--- src/rtl/clock_control_logic_gate.sv ---
// Control FSM for one clock-gate slice: requests the parent clock, then drives the gate macro
// through a 4-phase enable/ack handshake, and tears down in reverse order.
module clock_control_logic_gate #(
    parameter int SYNC_STAGES = 2,
    parameter int ACK_TIMEOUT = 256
) (
    input  logic       clock,
    input  logic       resetn,
    output logic       parent_request,
    input  logic       parent_ready,
    input  logic       parent_silent,
    input  logic       parent_starting,
    input  logic       parent_stopping,
    input  logic       child_request,
    output logic       child_ready,
    output logic       child_silent,
    output logic       child_starting,
    output logic       child_stopping,
    output logic       async_enable,
    input  logic       async_enable_ack,
    output logic       fault,
    output logic [2:0] state_dbg
);

    localparam int                CNT_W   = (ACK_TIMEOUT > 2) ? $clog2(ACK_TIMEOUT) : 1;
    localparam logic [CNT_W-1:0]  CNT_MAX = CNT_W'(ACK_TIMEOUT - 1);

    typedef enum logic [2:0] {
        ST_OFF        = 3'd0,
        ST_REQ_PARENT = 3'd1,
        ST_ENABLING   = 3'd2,
        ST_ON         = 3'd3,
        ST_DISABLING  = 3'd4,
        ST_RELEASE    = 3'd5
    } state_e;

    state_e             state_q, state_d;
    logic [CNT_W-1:0]   cnt_q, cnt_d;
    logic               fault_q, fault_d;
    logic               waiting;
    logic [SYNC_STAGES-1:0] sync_q;
    logic               ack_sync;

    logic parent_request_q, parent_request_d;
    logic async_enable_q, async_enable_d;
    logic child_ready_q, child_ready_d;
    logic child_silent_q, child_silent_d;
    logic child_starting_q, child_starting_d;
    logic child_stopping_q, child_stopping_d;

    // Upstream ramp/stop status is informational only.
    logic status_unused;
    assign status_unused = parent_starting ^ parent_stopping;

    generate
        for (genvar gi = 0; gi < SYNC_STAGES; gi++) begin : g_sync
            always_ff @(posedge clock) begin
                if (!resetn) begin
                    sync_q[gi] <= 1'b0;
                end else if (gi == 0) begin
                    sync_q[gi] <= async_enable_ack;
                end else begin
                    sync_q[gi] <= sync_q[(gi == 0) ? 0 : gi-1];
                end
            end
        end
    endgenerate

    assign ack_sync = sync_q[SYNC_STAGES-1];

    always_comb begin
        state_d = state_q;
        cnt_d   = cnt_q;
        fault_d = fault_q;
        waiting = 1'b0;

        case (state_q)
            ST_OFF: begin
                if (child_request) state_d = ST_REQ_PARENT;
            end
            ST_REQ_PARENT: begin
                if (!child_request)    state_d = ST_RELEASE;
                else if (parent_ready) state_d = ST_ENABLING;
            end
            ST_ENABLING: begin
                // A dropped request cannot abort an unacknowledged enable.
                if (ack_sync) state_d = child_request ? ST_ON : ST_DISABLING;
                else          waiting = 1'b1;
            end
            ST_ON: begin
                if (!parent_ready) begin
                    state_d = ST_DISABLING;
                    fault_d = 1'b1;
                end else if (!child_request) begin
                    state_d = ST_DISABLING;
                end
            end
            ST_DISABLING: begin
                if (!ack_sync) state_d = ST_RELEASE;
                else           waiting = 1'b1;
            end
            ST_RELEASE: begin
                if (parent_silent) state_d = ST_OFF;
            end
            default: state_d = ST_OFF;
        endcase

        // Timeout flags fault once the counter has sat at its ceiling for a cycle; no recovery.
        if (waiting) begin
            if (cnt_q == CNT_MAX) fault_d = 1'b1;
            else                  cnt_d   = cnt_q + CNT_W'(1);
        end
        if ((state_d != state_q) && ((state_d == ST_ENABLING) || (state_d == ST_DISABLING))) begin
            cnt_d = '0;
        end
    end

    always_comb begin
        parent_request_d = (state_d == ST_REQ_PARENT) || (state_d == ST_ENABLING) ||
                           (state_d == ST_ON) || (state_d == ST_DISABLING);
        async_enable_d   = (state_d == ST_ENABLING) || (state_d == ST_ON);
        child_ready_d    = (state_d == ST_ON);
        child_silent_d   = (state_d == ST_OFF);
        child_starting_d = (state_d == ST_REQ_PARENT) || (state_d == ST_ENABLING);
        child_stopping_d = (state_d == ST_DISABLING) || (state_d == ST_RELEASE);
    end

    always_ff @(posedge clock) begin
        if (!resetn) begin
            state_q          <= ST_OFF;
            cnt_q            <= '0;
            fault_q          <= 1'b0;
            parent_request_q <= 1'b0;
            async_enable_q   <= 1'b0;
            child_ready_q    <= 1'b0;
            child_silent_q   <= 1'b1;
            child_starting_q <= 1'b0;
            child_stopping_q <= 1'b0;
        end else begin
            state_q          <= state_d;
            cnt_q            <= cnt_d;
            fault_q          <= fault_d;
            parent_request_q <= parent_request_d;
            async_enable_q   <= async_enable_d;
            child_ready_q    <= child_ready_d;
            child_silent_q   <= child_silent_d;
            child_starting_q <= child_starting_d;
            child_stopping_q <= child_stopping_d;
        end
    end

    assign parent_request = parent_request_q;
    assign async_enable   = async_enable_q;
    assign child_ready    = child_ready_q;
    assign child_silent   = child_silent_q;
    assign child_starting = child_starting_q;
    assign child_stopping = child_stopping_q;
    assign fault          = fault_q;
    assign state_dbg      = state_q;

endmodule

--- config.mk ---
export PLATFORM = sky130hd
export DESIGN_NAME = clock_control_logic_gate
export DESIGN_NICKNAME = d
export VERILOG_FILES = /design/src/rtl/clock_control_logic_gate.sv
export SDC_FILE = /design/constraint.sdc
export NUM_CORES = 1
export LEC_CHECK = 0
export ABC_AREA = 1
export CAP_MARGIN = 15
export CELL_PAD_IN_SITES_DETAIL_PLACEMENT = 0
export CELL_PAD_IN_SITES_GLOBAL_PLACEMENT = 2
export CORE_ASPECT_RATIO = 1.5
export CORE_MARGIN = 10
export CORE_UTILIZATION = 29
export CTS_CLUSTER_SIZE = 8
export DETAILED_ROUTE_END_ITERATION = 10
export PLACE_DENSITY_LB_ADDON = 0.1
export RECOVER_POWER = 50
export REMOVE_ABC_BUFFERS = 1
export SKIP_LAST_GASP = 1
export SLEW_MARGIN = 20
export SYNTH_ARGS = -nofsm -noshare
export SYNTH_HDL_FRONTEND = slang
export SYNTH_SLANG_ARGS = --single-unit
--- constraint.sdc ---
create_clock -name clock -period 1.9 [get_ports clock]
set_input_delay 0.38 -clock clock [delete_from_list [all_inputs] [get_ports clock]]
set_output_delay 0.38 -clock clock [all_outputs]
set_load 0.005 [all_outputs]
==> qor.txt, run 1 <==
clk slew on worst S/H paths: 70 ps
DR WL/cell: 11.1 um
pwr dens: 768 nW/um^2
largest net degree at the start of global routing: 13
DP Area: 1410 um^2
fin crit share: 0.964
clock share of power: 0.358
sequential share of power: 0.411
Setup crit end kind: output port
multi-input logic area: 608 um^2
GRT overflow: 0
Final min period: 1830 ps
synthesized area: 1140 um^2
Crit path required time: 1520 ps
CP Cell Sequence: clkdlybuf4s50_1
# fillers: 423
Die Span X: 71.2 um
commonest non-fill, non-tap cell in the layout: nand2_1
Placer Congestion: 0.815
run status: finished, final reports clean
Max stage delay on crit path: 600 ps
global-route wire length before repair: 4820 um
Synth warnings: 0
WP buf/inv: 1
maxcap violations: 0
CP startpoint: state_dbg[0]
hold_buf cts: 0
DRT antenna net count: 0
Reg2Reg Depth: 10
Worst Hold Class: reg2reg
Post-Syn Instances: 164
Lkg Pwr: 0.716 nW
worst hold path startpoint: sync_q[0]
CTS Buffer Depth: 2
crit path DAT: 1450 ps
TritonCTS Buffers: 3
# nets final: 204
reg-to-reg startpoint: cnt_q[1]
H-tree lvl count: 1
Mean Syn Cell Area: 6.96 um^2
initial antenna violation count: 0
Psw: 297 uW
Min-Delay Path Depth: 2
Hold Fails Final Rpt: 0
ys flop type: dfxtp_1
FF+latch area: 402 um^2
CTS tree: done
Hold EP: ack_sync
initial core utilization: 0.304
Synth cell types: 23
Pint: 850 uW
Logic pwr share: 0.231
RSZ-0062 raised after global routing: false
VDD IR-drop max: 0.385 mV
register bit total from synthesis: 20
vias in the first global route: 1111
r2r endpoint: cnt_q[2]
share of layout cells above drive strength 1: 0.258
GRT Overall Usage: 0.0815
final setup fails: 0
DRC: 0
Setup CP Type: reg2out
fin area: 1490 um^2
HPWL after DPL: 2200 um
Max Fclk: 546 MHz
Skew-Pair Late Insertion Delay: 250 ps
Clock Sinks: 20
Slew Viols, Final: 0
ANT cells: 0
full die area: 6900 um^2
drt initial violations: 31
asr flop ratio synth: 0
via/cell ratio: 4.44
switching share of power: 0.259
slew margin rel.: 0.701
dpl ws: -105 ps
most frequent cells in the layout: nand2_1 (39), inv_1 (21), nor2_1 (21)
Pre-antenna DRT Iters: 5
Crit Path Max Fanout: 9
IO Port Bufs: 15
register area share after synthesis: 0.351
Syn-to-layout area delta: 30.9%
Worst Setup Start Kind: flip-flop
Setup Skew: 6.06 ps
Die H: 96.8 um
final WL: 2620 um
Slew @ Worst Pin: 448 ps
num ports: 18
core area: 3750 um^2
delay-heaviest family, CP: flip-flops
row count: 27
clock root buffer: clkbuf_8
worst setup margin: 67.9 ps
EDFF count, synth: 0
flop-to-flop setup slack: 190 ps
critical path's slowest cell: dfxtp_1
Vias: 1052
## flip-flops by register name, indices dropped and copies added (netlist names)
signal	cells
cnt_q	8
state_dbg	3
ack_sync	1
async_enable	1
child_ready	1
child_silent	1
child_starting	1
child_stopping	1
fault	1
parent_request	1
sync_q	1
## worst reg2reg max path, stage by stage (launching register included)
cell and delay (ps):
dfxtp_1 380, ha_1 240, nand3_1 100, nor2_1 140
and3_2 270, nor2_8 70, inv_1 150, nor2_1 60
a21oi_1 110, inv_1 60, nor2_2 90
## synthesized netlist by cell type (3+ instances only)
| library cell | count | area share |
|---|---|---|
| nand2_1 | 40 | 0.13 |
| inv_1 | 21 | 0.069 |
| nor2_1 | 21 | 0.069 |
| dfxtp_1 | 20 | 0.35 |
| nor2_2 | 11 | 0.060 |
| nand3_1 | 10 | 0.044 |
| nand2_2 | 8 | 0.044 |
| a21oi_1 | 5 | 0.022 |
| o21ai_0 | 4 | 0.018 |
| xnor2_1 | 4 | 0.031 |
| buf_6 | 3 | 0.030 |
| inv_4 | 3 | 0.016 |
## per-layer routing
layer	share of wire	global-route usage	routed length (um)	vias up
met5	0	0	0	-
met2	0.57	0.155	1490	26
met4	0.016	0.0267	42	0
met3	0.051	0.0245	133	4
li1	-	-	-	563
met1	0.36	0.0782	956	459
## power groups by stage
stage / combinational, mW / sequential (mW) / clock [mW]
6_report: 0.265 / 0.471 / 0.410
3_5_place_dp: 0.270 / 0.482 / 0
3_3_place_gp: 0.271 / 0.481 / 0
2_1_floorplan: 0.143 / 0.484 / 0
4_1_cts: 0.271 / 0.473 / 0.429
5_1_grt: 0.304 / 0.475 / 0.448
## area by class of cell
class	count	share of cell area
clock buffer	3	0.0276
timing repair buffer	29	0.173
tap	43	0.0360
clock inverter	1	0.0201
multi-input combinational	116	0.407
inverter	25	0.0678
sequential	20	0.269
## worst max-delay path by stage
stage              endpoint  slack [ps]  depth (start not counted)
2_1_floorplan      cnt_q[6]         390                         11
3_3_place_gp       cnt_q[7]        -100                         12
3_5_place_dp       cnt_q[6]        -110                         12
4_1_cts        state_dbg[0]          40                          1
5_1_grt            cnt_q[1]           2                         10
6_report       state_dbg[0]          70                          1
## kinds of logic after synthesis
| family | synth area share |
|---|---|
| compound gates | 0.0548 |
| simple gates | 0.419 |
| flops | 0.351 |
| buf+inv | 0.118 |
| xor+xnor | 0.0461 |
| fa+ha+maj | 0.0110 |
## per-stage QoR
step	hold WS [ps]	cells	utilization	setup TNS, ps	power [mW]
4_1_cts	423	236	0.395	0	1.17
6_report	416	237	0.398	0	1.15
5_1_grt	443	237	0.398	0	1.23
2_1_floorplan	390	161	-	0	0.627
3_3_place_gp	395	232	0.376	-787	0.752
3_5_place_dp	404	232	0.376	-853	0.752
## what timing repair did
item / 4_1_cts / 5_1_grt
setup buffers: 0 / 1
pin swaps: 0 / 1
resized for setup: 1 / 2
setup endpoints to repair: 1 / 8
(Power assumes the default switching activity.)
==> run 2: changes to the inputs <==
--- a/config.mk
+++ b/config.mk
@@ -5,13 +5,13 @@
 export SDC_FILE = /design/constraint.sdc
 export NUM_CORES = 1
 export LEC_CHECK = 0
-export ABC_AREA = 1
+export ABC_AREA = 0
 export CAP_MARGIN = 15
 export CELL_PAD_IN_SITES_DETAIL_PLACEMENT = 0
 export CELL_PAD_IN_SITES_GLOBAL_PLACEMENT = 2
 export CORE_ASPECT_RATIO = 1.5
 export CORE_MARGIN = 10
-export CORE_UTILIZATION = 29
+export CORE_UTILIZATION = 31
 export CTS_CLUSTER_SIZE = 8
 export DETAILED_ROUTE_END_ITERATION = 10
 export PLACE_DENSITY_LB_ADDON = 0.1
==> run 2 against run 1 <==
  * Core utilization increased by 3.3 points
  * Register-to-register slack lost 50 ps
  * Via count fell by 7.9%
  * Die area down 10%
  * Clock skew about the same
  * Synthesized area shrank 7.8%
  * First-iteration DRC count down 13%
  * Critical path type is now in2reg
  * Highest routed layer unchanged
==> qor.txt, run 2 <==
HPWL after DPL: 2080 um
GRT Overall Usage: 0.0935
Lkg Pwr: 0.523 nW
full die area: 6170 um^2
# fillers: 318
Pint: 818 uW
post-synth top area share: 0.380
Setup Skew: 6.12 ps
initial core utilization: 0.327
H-tree lvl count: 1
final WL: 2740 um
mux share of post-synthesis cell area: 0.0392
post-route core utilization: 0.432
CTS tree: done
Final min period: 1780 ps
FF+latch area: 400 um^2
Power, Total: 1.07 mW
Setup crit end kind: flip-flop
via/cell ratio: 5.41
Crit Path Max Fanout: 8
slew margin rel.: 0.710
critical path's slowest cell: clkdlybuf4s50_1
post-synthesis compound-gate area fraction: 0.238
Synth warnings: 0
GRT overflow: 0
commonest cells in the netlist: dfxtp_1 (20), inv_1 (7), a221oi_1 (6), nand2_1 (6)
switching share of power: 0.234
run status: finished, final reports clean
vias in the first global route: 1012
delay-heaviest family, CP: buffers and inverters
TritonCTS Buffers: 3
clock share of power: 0.398
Placer Congestion: 0.751
core area: 3220 um^2
ys flop type: dfxtp_1
main combinational cell family by area after synthesis: simple AND/OR/NAND/NOR gates
final setup fails: 0
initial antenna violation count: 0
Post-Synth Simple-Gate Area: 0.271
asr flop ratio synth: 0
Slew @ Worst Pin: 433 ps
Synth cell types: 44
Psw: 250 uW
Worst Hold Class: reg2reg
num ports: 18
Max stage delay on crit path: 600 ps
DRT antenna net count: 0
largest net degree at the start of global routing: 13
worst setup margin: 116 ps
register area share after synthesis: 0.380
Setup CP Type: in2reg
VDD IR-drop max: 0.313 mV
Pre-antenna DRT Iters: 4
CP Cell Sequence: clkdlybuf4s50_1 > and4b_1 > a21oi_1 > mux2_2 > a221oi_1
multi-input logic area: 599 um^2
Post-Syn Instances: 112
DR WL/cell: 15.3 um
XOR/XNOR Fraction of Synth Area: 0
Placed Cells: 175
hold_buf cts: 0
crit path DAT: 1950 ps
Slew Viols, Final: 0
synthesized area: 1050 um^2
Worst Setup Start Kind: input pin
Die H: 91.4 um
row count: 25
most frequent cells in the layout: dfxtp_1 (20), buf_4 (12), dlygate4sd3_1 (8)
Synth area leaders: dfxtp_1 (38%), a221oi_1 (5.0%), mux2i_1 (2.9%)
Mean Syn Cell Area: 9.40 um^2
ANT cells: 0
setup bufs post-CTS: 0
setup TNS: 0 ps
global-route wire length before repair: 4610 um
maxcap violations: 0
clock root buffer: clkbuf_8
Hold Fails Final Rpt: 0
most instantiated library cell after synthesis: dfxtp_1
Skew-Pair Late Insertion Delay: 260 ps
# nets final: 149
pwr dens: 768 nW/um^2
leading area contributor after synthesis: dfxtp_1
CTS resizes: 0
commonest non-fill, non-tap cell in the layout: dfxtp_1
Largest Register: cnt_q
number of flip-flops in the largest register: 8
sequential share of power: 0.430
clk slew on worst S/H paths: 80 ps
share of layout cells above drive strength 1: 0.180
Fin Hold WS: 443 ps
WP buf/inv: 1
register bit total from synthesis: 20
DRC: 0
Vias: 969
IO Port Bufs: 15
Syn-to-layout area delta: 32.2%
DP Area: 1310 um^2
Max Fclk: 561 MHz
Logic pwr share: 0.172
Clock Sinks: 20
dpl ws: -188 ps
Adder-Cell Fraction of Synth Area: 0.0119
CTS Buffer Depth: 2
fin cells: 179
drt initial violations: 27
Die Span X: 67.6 um
EDFF count, synth: 0
Crit path required time: 2070 ps
fin crit share: 0.939
fin area: 1390 um^2
[run 2: worst paths after layout]
kind | start | end | slack (ps) | cells after the start
worst max-delay path | child_request | cnt_q[4] | 120 | 5
worst min-delay path | sync_q[0] | ack_sync | 440 | 1
worst max register to register | state_dbg[2] | child_starting | 140 | 5
worst min register to register | sync_q[0] | ack_sync | 440 | 1
[run 2: power groups by stage]
stage                     clock network (mW)  registers (mW)  logic (mW)
after floorplan                            0           0.474      0.0741
after global placement                     0           0.470       0.189
after detailed placement                   0           0.469       0.190
after CTS                              0.437           0.460       0.191
after global routing                   0.459           0.463       0.201
final                                  0.425           0.459       0.184
[run 2: worst reg2reg max path, delay by kind of cell, from the launching register on]
kind / cells / cell delay, ps
buffers and inverters: 1 / 240
AND/OR/NAND/NOR: 2 / 390
AO/OA/AOI/OAI: 2 / 550
flip-flops: 1 / 470
[run 2: layout make-up]
type                    instances  share of cell area
clock buffers                   3              0.0297
clock inverters                 1              0.0216
inverters                       7              0.0189
multi-input cells              80               0.431
flip-flops and latches         20               0.288
well taps                      40              0.0360
repair buffers                 28               0.175
[run 2: logic make-up (layout without fill, tap and decap cells)]
logic type | count (synthesis) | in the layout
AND/OR/NAND/NOR | 43 | 43
adder cells (fa/ha/maj) | 1 | 1
AO/OA/AOI/OAI | 32 | 32
multiplexers | 4 | 4
flip-flops | 20 | 20
buffers and inverters | 12 | 39
[run 2: per-layer routing]
| layer | wire length, um | track usage | share of wire | up-vias |
|---|---|---|---|---|
| met2 | 1440 | 0.167 | 0.53 | 16 |
| met5 | 0 | 0 | 0 | - |
| li1 | - | - | - | 482 |
| met3 | 152 | 0.0221 | 0.056 | 4 |
| met4 | 42 | 0.0412 | 0.015 | 0 |
| met1 | 1100 | 0.0977 | 0.40 | 467 |
==> run 3: changes to the inputs <==
--- a/config.mk
+++ b/config.mk
@@ -6,7 +6,7 @@
 export NUM_CORES = 1
 export LEC_CHECK = 0
 export ABC_AREA = 0
-export CAP_MARGIN = 15
+export CAP_MARGIN = 20
 export CELL_PAD_IN_SITES_DETAIL_PLACEMENT = 0
 export CELL_PAD_IN_SITES_GLOBAL_PLACEMENT = 2
 export CORE_ASPECT_RATIO = 1.5
@@ -16,7 +16,6 @@
 export DETAILED_ROUTE_END_ITERATION = 10
 export PLACE_DENSITY_LB_ADDON = 0.1
 export RECOVER_POWER = 50
-export REMOVE_ABC_BUFFERS = 1
 export SKIP_LAST_GASP = 1
 export SLEW_MARGIN = 20
 export SYNTH_ARGS = -nofsm -noshare
==> run 3 against run 2 <==
  * Clock power fell by 22%
  * Combinational power increased by 5%
  * First-iteration DRC count rose by 89%
  * Maximum frequency grew 0.41%
  * Critical path type unchanged
  * Highest routed layer unchanged
  * Clock skew shrank 1.8 ps
  * Largest cell class unchanged
  * Register-to-register slack better by 20 ps
  * Setup slack better by 7.3 ps
  * Worst hold slack is essentially flat
  * Critical endpoint is now cnt_q[0]
  * Final cell count rose by 3.9%
==> qor.txt, run 3 (synthesis results as in run 2) <==
Logic pwr share: 0.197
Final min period: 1780 ps
initial antenna violation count: 0
clock share of power: 0.338
GRT Overall Usage: 0.101
final setup fails: 0
drt initial violations: 51
run status: finished, final reports clean
sequential share of power: 0.466
Placer Congestion: 0.810
worst setup path end: cnt_q[0]
slew margin rel.: 0.731
pwr dens: 693 nW/um^2
Pre-antenna DRT Iters: 4
num ports: 18
r2r endpoint: cnt_q[4]
reg-to-reg startpoint: ack_sync
worst hold path startpoint: sync_q[0]
core area: 3220 um^2
# nets final: 156
Slew Viols, Final: 0
Lkg Pwr: 0.548 nW
CTS tree: done
Synthesized Nets: 121
crit path DAT: 1940 ps
share of layout cells above drive strength 1: 0.205
Worst Hold Class: reg2reg
switching share of power: 0.258
ANT cells: 0
clk slew on worst S/H paths: 80 ps
Largest Register: cnt_q
IO Port Bufs: 15
Hold Fails Final Rpt: 0
Placed Cells: 182
DRC: 0
HPWL after DPL: 2280 um
Reg2Reg Depth: 4
Fin Hold WS: 443 ps
flop-to-flop setup slack: 160 ps
number of flip-flops in the largest register: 8
Vias: 991
# fillers: 331
CP startpoint: child_request
Setup CP Type: in2reg
Psw: 252 uW
Slew @ Worst Pin: 403 ps
Pint: 728 uW
clock root buffer: clkbuf_8
Setup Skew: 4.30 ps
via/cell ratio: 5.33
Max Fclk: 563 MHz
Crit path required time: 2060 ps
row count: 25
Skew-Pair Late Insertion Delay: 260 ps
Power, Total: 980 uW
full die area: 6170 um^2
TritonCTS Buffers: 3
DRT antenna net count: 0
VDD IR-drop max: 0.401 mV
CTS Buffer Depth: 2
Worst Setup Start Kind: input pin
Setup crit end kind: flip-flop
GRT overflow: 0
DR WL/cell: 15.5 um
most frequent cells in the layout: dfxtp_1 (19), buf_4 (17), dlygate4sd3_1 (8)
global-route wire length before repair: 4850 um
setup bufs post-CTS: 0
Die Span X: 67.6 um
Crit Path Max Fanout: 8
Clock Sinks: 20
RSZ-0062 raised after global routing: false
largest net degree at the start of global routing: 12
Syn-to-layout area delta: 34.5%
Die H: 91.4 um
initial core utilization: 0.327
commonest non-fill, non-tap cell in the layout: dfxtp_1
fin cells: 186
fin crit share: 0.935
H-tree lvl count: 1
final WL: 2890 um
maxcap violations: 0
vias in the first global route: 1025
==> run 3: cell type report <==
| cell class | count | area [um^2] | share of cell area |
|---|---|---|---|
| Multi-Input combinational cell | 80 | 589 | 0.416 |
| Sequential cell | 20 | 402 | 0.284 |
| Timing Repair Buffer | 35 | 293 | 0.207 |
| Clock buffer | 4 | 55.1 | 0.0389 |
| Tap cell | 40 | 50.0 | 0.0354 |
| Inverter | 7 | 26.3 | 0.0186 |
==> run 3: power groups by stage <==
stage	combinational, mW	sequential, mW	clock (mW)
6_report	0.193	0.456	0.331
5_1_grt	0.214	0.460	0.363
4_1_cts	0.203	0.458	0.344
3_5_place_dp	0.202	0.468	0
3_3_place_gp	0.200	0.467	0
2_1_floorplan	0.0935	0.465	0
==> run 3: worst min-delay path by stage <==
stage	to	slack [ps]	cells past startpoint
CTS	ack_sync	450	1
global placement	ack_sync	420	1
floorplan	ack_sync	410	1
global route	ack_sync	460	1
detailed placement	ack_sync	430	1
finish	ack_sync	440	1
==> run 3: through the flow <==
step                setup slack (ps)   util  TNS (ps)  instance area, um^2
floorplan                        153      -         0                 1050
global placement                -146  0.424     -1320                 1370
detailed placement              -175  0.424     -1440                 1370
CTS                             25.1  0.441         0                 1420
global route                    6.93  0.439         0                 1420
finish                           124  0.439         0                 1420
==> run 3: timing repair <==
action,4_1_cts,5_1_grt
gates resized for setup,0,2
hold buffers,0,0
endpoints found under the hold margin,0,0
endpoints found under the setup margin,0,6
==> run 3: per-layer routing <==
metal	global-route usage	vias up	wire, um
met5	0	-	0
met4	0.0481	0	60
met3	0.0332	4	134
met2	0.182	10	1630
met1	0.0972	481	1070
li1	-	496	-
==> run 3: critical path, cell delays in order <==
cell and delay [ps]:
clkdlybuf4s50_1 500, nor2b_1 240, o31a_1 240, o211ai_1 100, buf_4 190, a221oi_1 270
